## src/rtl/cc_level_sequencer.sv

```systemverilog
// Per-player level row sequencer: LFSR-generated one-hot lane rows over valid/ready, with done/error pulses.
// Optional macro CC_LEVEL_SEQUENCER_DUAL_LANE_EN adds a second hazard per row for levels 2 and up.
module cc_level_sequencer #(
  parameter int          DATAWIDTH      = 8,
  parameter int          LEVEL_WIDTH    = 3,
  parameter int          NUM_LEVELS     = 3,
  parameter int          PROGRESS_WIDTH = 5,
  parameter int          BASE_LEN       = 10,
  parameter int          LEN_STEP       = 5,
  parameter logic [7:0]  SEED           = 8'hA5
) (
  input  logic                      CC_LEVEL_SEQUENCER_CLOCK_50,
  input  logic                      CC_LEVEL_SEQUENCER_RESET_InLow,
  input  logic                      CC_LEVEL_SEQUENCER_Start_In,
  input  logic [LEVEL_WIDTH-1:0]    CC_LEVEL_SEQUENCER_Level_In,
  input  logic                      CC_LEVEL_SEQUENCER_Abort_In,
  input  logic                      CC_LEVEL_SEQUENCER_Ready_In,
  output logic [DATAWIDTH-1:0]      CC_LEVEL_SEQUENCER_LevelData_OutBus,
  output logic                      CC_LEVEL_SEQUENCER_Valid_Out,
  output logic [PROGRESS_WIDTH-1:0] CC_LEVEL_SEQUENCER_Progress_Out,
  output logic                      CC_LEVEL_SEQUENCER_Done_Out,
  output logic                      CC_LEVEL_SEQUENCER_Err_Out
);

  localparam int LANE_W = $clog2(DATAWIDTH);

  typedef enum logic [1:0] {ST_IDLE, ST_RUN, ST_DONE} state_t;

  state_t                    state_q, state_d;
  logic [7:0]                lfsr_q, lfsr_d;
  logic [PROGRESS_WIDTH-1:0] len_q, len_d;
  logic [PROGRESS_WIDTH-1:0] progress_q, progress_d;
  logic [DATAWIDTH-1:0]      data_q, data_d;
  logic                      valid_q, valid_d;
  logic                      done_q, done_d;
  logic                      err_q, err_d;

  logic                      start_req;
  logic                      start_ok;
  logic [PROGRESS_WIDTH-1:0] start_len;
  logic [7:0]                start_seed;
  logic                      start_dual;
  logic                      run_dual;

  // The register must never sit at zero, where the Fibonacci map would lock up.
  function automatic logic [7:0] lfsr_fix(input logic [7:0] l);
    return (l == 8'h00) ? SEED : l;
  endfunction

  function automatic logic [7:0] lfsr_step(input logic [7:0] l);
    return lfsr_fix({l[6:0], l[7] ^ l[5] ^ l[4] ^ l[3]});
  endfunction

  function automatic logic [DATAWIDTH-1:0] row_of(input logic [7:0] l, input logic dual);
    logic [LANE_W-1:0]    lane;
    logic [LANE_W-1:0]    lane2;
    logic [DATAWIDTH-1:0] r;
    lane  = l[LANE_W-1:0];
    lane2 = lane + LANE_W'(DATAWIDTH / 2);
    r = '0;
    r[lane] = 1'b1;
    if (dual) r[lane2] = 1'b1;
    return r;
  endfunction

  // Abort in IDLE also suppresses a coincident start (and its error pulse).
  assign start_req  = CC_LEVEL_SEQUENCER_Start_In && !CC_LEVEL_SEQUENCER_Abort_In;
  assign start_ok   = (CC_LEVEL_SEQUENCER_Level_In != '0) &&
                      (CC_LEVEL_SEQUENCER_Level_In <= LEVEL_WIDTH'(NUM_LEVELS));
  assign start_len  = PROGRESS_WIDTH'(BASE_LEN + (int'(CC_LEVEL_SEQUENCER_Level_In) - 1) * LEN_STEP);
  assign start_seed = lfsr_fix(SEED ^ 8'(CC_LEVEL_SEQUENCER_Level_In));

`ifdef CC_LEVEL_SEQUENCER_DUAL_LANE_EN
  logic dual_q, dual_d;

  assign start_dual = (CC_LEVEL_SEQUENCER_Level_In >= LEVEL_WIDTH'(2));
  assign run_dual   = dual_q;
  assign dual_d     = (state_q == ST_IDLE && start_req && start_ok) ? start_dual : dual_q;

  always_ff @(posedge CC_LEVEL_SEQUENCER_CLOCK_50) begin
    if (!CC_LEVEL_SEQUENCER_RESET_InLow) begin
      dual_q <= 1'b0;
    end else begin
      dual_q <= dual_d;
    end
  end
`else
  assign start_dual = 1'b0;
  assign run_dual   = 1'b0;
`endif

  always_comb begin
    state_d    = state_q;
    lfsr_d     = lfsr_q;
    len_d      = len_q;
    progress_d = progress_q;
    data_d     = data_q;
    valid_d    = valid_q;
    done_d     = 1'b0;
    err_d      = 1'b0;

    case (state_q)
      ST_IDLE: begin
        if (start_req) begin
          if (start_ok) begin
            state_d    = ST_RUN;
            lfsr_d     = start_seed;
            len_d      = start_len;
            progress_d = PROGRESS_WIDTH'(1);
            data_d     = row_of(start_seed, start_dual);
            valid_d    = 1'b1;
          end else begin
            err_d = 1'b1;
          end
        end
      end

      ST_RUN: begin
        if (CC_LEVEL_SEQUENCER_Abort_In) begin
          state_d    = ST_IDLE;
          progress_d = '0;
          data_d     = '0;
          valid_d    = 1'b0;
        end else if (CC_LEVEL_SEQUENCER_Ready_In) begin
          if (progress_q == len_q) begin
            state_d    = ST_DONE;
            progress_d = '0;
            data_d     = '0;
            valid_d    = 1'b0;
            done_d     = 1'b1;
          end else begin
            lfsr_d     = lfsr_step(lfsr_q);
            progress_d = progress_q + PROGRESS_WIDTH'(1);
            data_d     = row_of(lfsr_step(lfsr_q), run_dual);
          end
        end
      end

      ST_DONE: begin
        // Outputs were already cleared on entry; this cycle only carries the Done pulse.
        state_d = ST_IDLE;
      end

      default: begin
        state_d    = ST_IDLE;
        progress_d = '0;
        data_d     = '0;
        valid_d    = 1'b0;
      end
    endcase
  end

  always_ff @(posedge CC_LEVEL_SEQUENCER_CLOCK_50) begin
    if (!CC_LEVEL_SEQUENCER_RESET_InLow) begin
      state_q    <= ST_IDLE;
      lfsr_q     <= SEED;
      len_q      <= '0;
      progress_q <= '0;
      data_q     <= '0;
      valid_q    <= 1'b0;
      done_q     <= 1'b0;
      err_q      <= 1'b0;
    end else begin
      state_q    <= state_d;
      lfsr_q     <= lfsr_d;
      len_q      <= len_d;
      progress_q <= progress_d;
      data_q     <= data_d;
      valid_q    <= valid_d;
      done_q     <= done_d;
      err_q      <= err_d;
    end
  end

  assign CC_LEVEL_SEQUENCER_LevelData_OutBus = data_q;
  assign CC_LEVEL_SEQUENCER_Valid_Out        = valid_q;
  assign CC_LEVEL_SEQUENCER_Progress_Out     = progress_q;
  assign CC_LEVEL_SEQUENCER_Done_Out         = done_q;
  assign CC_LEVEL_SEQUENCER_Err_Out          = err_q;

endmodule

```

## config.mk

```make
export PLATFORM = sky130hd
export DESIGN_NAME = cc_level_sequencer
export DESIGN_NICKNAME = d
export VERILOG_FILES = /design/src/rtl/cc_level_sequencer.sv
export SDC_FILE = /design/constraint.sdc
export NUM_CORES = 1
export LEC_CHECK = 0
export ABC_CLOCK_PERIOD_IN_PS = 2400
export BUFFER_PORTS_ARGS = -buffer_cell sky130_fd_sc_hd__buf_2
export CORE_UTILIZATION = 56
export DETAILED_ROUTE_END_ITERATION = 8
export PLACE_DENSITY = 0.84
export SLEW_MARGIN = 0
export SYNTH_ARGS = -nofsm -noshare
export SYNTH_HDL_FRONTEND = slang
export SYNTH_SLANG_ARGS = --single-unit
```

## constraint.sdc

```tcl
create_clock -name CC_LEVEL_SEQUENCER_CLOCK_50 -period 2.4 [get_ports CC_LEVEL_SEQUENCER_CLOCK_50]
set_input_delay 0.48 -clock CC_LEVEL_SEQUENCER_CLOCK_50 [delete_from_list [all_inputs] [get_ports CC_LEVEL_SEQUENCER_CLOCK_50]]
set_output_delay 0.48 -clock CC_LEVEL_SEQUENCER_CLOCK_50 [all_outputs]
set_load 0.01 [all_outputs]
```

==> key figures <==
Timing
  • Clock skew: between 0.01 and 0.015 ns
  • Final setup viols: 0
  • Endpoints failing hold: 0
  • Slew Limit Headroom: ~63%
  • Unrepaired setup endpoints after global routing: false
  • Fin crit period: about 2.0 ns
  • Fmax achieved: between 400 and 500 MHz
  • Slew @ Worst Pin: 0.560 ns
  • Final period utilization: between 80% and 90%
  • Fin Setup TNS: 0 ns
  • Final slew viol count: 0

Synth
  • Register bit total from synthesis: 31
  • Mapped Area: between 1500 and 2000 um^2
  • Post-synthesis cell type count: 50
  • Dominant cells by area after synthesis: dfxtp_1 (35%), ha_1 (5.7%), nand2_1 (5.1%)
  • Sequential-to-total area share from yosys stat: ~35%
  • Post-Syn Instances: about 210
  • Post-synth EDFFs: 0
  • Area leader, netlist: dfxtp_1
  • Top cell type's share of synthesized area: a little over a third
  • Ys flop type: dfxtp_1
  • Async SR Flop Fraction: 0%
  • Synth Area per Inst: 8.31 um^2
  • Net Count, Synth: 227
  • Synth Warn #: 0

Power and ir drop
  • Power share of the combinational group: 14.8%
  • Switching pwr: 0.000293 W
  • Reg power frac: just over 50%
  • Cell Pwr Density: 514 nW/um^2
  • Switch share: between 20% and 30%
  • Cell Int Power: between 0.0007 and 0.0008 W
  • Clock network power share: around 35%
  • VDD IR max: roughly 0.42 mV
  • Static Leak: approximately 0.85 nW

Global route
  • Global-route wire length before repair: around 7400 um
  • GRT Residual Overflow: 0
  • Largest net degree at the start of global routing: 19
  • Vias in the first global route: 1600
  • Gr usage total: 29.3%
  • Antenna violations before repair: 0

Route
  • Via count: roughly 1700
  • Initial DRC count: between 100 and 150
  • Top layer in use: met4
  • DR WL met3: between 300 and 400 um
  • Pre-antenna DRT Iters: 7
  • Routed vias/inst: ~6.2
  • Routed WL per cell: 15.9 um
  • # DRC: 2
  • Met2 WL post-DR: roughly 2000 um
  • Wl on met1: between 2000 and 2500 um
  • Post-route ant nets: 0
  • Final wirelength: roughly 4400 um

CTS
  • Reg clk slew, reported paths: 0.11 ns
  • Clock Sink Count: 31
  • CTS tree: done
  • Clk_lat worst skew: roughly 0.35 ns
  • Cts bufs inserted: 5
  • Root Driver: clkbuf_4
  • Number of gates resized after CTS: 0
  • Cts hold-fix bufs: 0
  • Setup Fix Bufs, Post-CTS: 0
  • H-tree depth: 2
  • Maximum clock insertion buffer count: 2

Critical path
  • Nature of the critical path endpoint: flip-flop
  • Worst path arrival time: between 2 and 2.5 ns
  • CP Class: in -> reg
  • Crit path max fanout: 5
  • Worst Path Required: about 2.7 ns
  • Critical path launch point type: input port

Place
  • Placed cell areas: roughly 2000 um^2
  • GP Congestion: 0.951
  • Post-DP HPWL: around 3200 um
  • # port buffers: 23

Floorplanning
  • Die Y: between 50 and 60 um
  • Die width: approximately 58 um
  • IO Pins: 24
  • Row cnt: 19
  • Core footprint: 2850 um^2
  • Starting Density: between 60% and 70%
  • Die ar.: 3360 um^2

Finish
  • Fin nets: 262
  • ANT cells: 0
  • Share of cells above drive strength 1: between 20% and 30%
  • Area Growth Syn to Fin: 16.7%
  • Finished Cell Area: between 2000 and 2500 um^2

Job
  • Max-cap violations: 0

Outcome
  • Failing checks: DRC
  • Outcome: finished with violations

Min path
  • Hold WC Path Type: in -> reg
synth_stat cells (all sizes together) (2+ instances only):
cell type / count
xnor2: 8
nand4b: 2
a32o: 2
a31oi: 5
ha: 8
and3: 2
xor2: 4
clkbuf: 8
mux2i: 3
nand3: 12
a211oi: 2
a221oi: 3
nand2b: 2
o21a: 3
o21ai: 4
nand2: 24
nand4: 2
a21oi: 16
nor3: 8
o211ai: 2
nor2: 17
nor2b: 3
or3: 5
nor4: 5
o31ai: 4
dfxtp: 31
a21boi: 2
inv: 6
or4: 3
worst max-delay path, stage by stage:
cell	delay, ns
buf_2	0.10
inv_1	0.13
ha_1	0.18
xor2_1	0.24
ha_1	0.28
ha_1	0.19
ha_1	0.21
xnor2_1	0.21
xnor2_1	0.09
o31ai_1	0.17
layout make-up:
type / count / area [um^2]
well taps: 31 / 38.8
fillers: 232 / 806
clock buffers: 8 / 68.8
flip-flops and latches: 31 / 621
repair buffers: 37 / 220
multi-input cells: 165 / 1080
inverters: 6 / 22.5
registers in the layout, indices dropped and copies added, names as in the netlist:
name                                 flops
CC_LEVEL_SEQUENCER_Valid_Out             1
CC_LEVEL_SEQUENCER_Done_Out              1
CC_LEVEL_SEQUENCER_Progress_Out          5
len_q                                    5
CC_LEVEL_SEQUENCER_Err_Out               1
state_q                                  2
lfsr_q                                   8
CC_LEVEL_SEQUENCER_LevelData_OutBus      8
power groups by stage:
stage	registers, W	clock network [W]	logic, W
after CTS	0.000533	0.000366	0.000154
after detailed placement	0.000545	0	0.000152
final	0.000533	0.000363	0.000156
after floorplan	0.000544	0	0.000101
after global placement	0.000545	0	0.000148
after global routing	0.000535	0.000392	0.000174
through the flow:
stage / cells / utilization [%] / power (W) / hold WS (ns) / worst slack, ns
floorplan: 211 / - / 0.000644 / 0.443 / 0.307
global placement: 270 / 69.3 / 0.000693 / 0.439 / 0.141
detailed placement: 270 / 69.3 / 0.000697 / 0.457 / 0.00706
CTS: 278 / 71.8 / 0.00105 / 0.426 / 0.364
global route: 278 / 71.8 / 0.00110 / 0.441 / 0.228
finish: 278 / 71.8 / 0.00105 / 0.423 / 0.387
layout by cell type (no fill, tap or decap), types with 4 or more instances in the layout:
cell,Yosys,routed
a21oi_1,16,16
a31oi_1,5,5
buf_2,1,23
buf_4,0,14
clkbuf_4,0,5
dfxtp_1,31,31
ha_1,8,8
inv_1,6,6
nand2_1,24,24
nand3_1,12,12
nor2_1,16,16
nor3_1,8,8
nor4_1,5,5
or3_1,5,5
xnor2_1,8,8
xor2_1,4,4
cell families after synthesis:
family	count (synthesis)	share of synthesized area [%]
fa+ha+maj	8	5.71
xor+xnor	12	5.99
compound gates	51	20.5
buf+inv	15	3.28
mux	3	1.71
simple gates	91	27.4
flops	31	35.4
path summary, 6_finish.rpt:
path	endpoint	start	slack, ns	cells past startpoint
min	state_q[1]$_SDFFE_PN0P_	CC_LEVEL_SEQUENCER_Ready_In	0.42	3
max	len_q[4]$_SDFFE_PN0P_	CC_LEVEL_SEQUENCER_Level_In[0]	0.39	10
max reg2reg	CC_LEVEL_SEQUENCER_LevelData_OutBus[5]$_SDFFE_PN0P_	lfsr_q[0]$_SDFFE_PN1P_	0.41	5
min reg2reg	CC_LEVEL_SEQUENCER_LevelData_OutBus[3]$_SDFFE_PN0P_	CC_LEVEL_SEQUENCER_LevelData_OutBus[3]$_SDFFE_PN0P_	0.47	2
layer usage:
layer,vias to the layer above,global-route usage [%]
met5,-,0
met4,0,11.2
met3,13,7.37
met2,81,43.5
met1,791,41.1
li1,847,-
(Power assumes the default switching activity.)
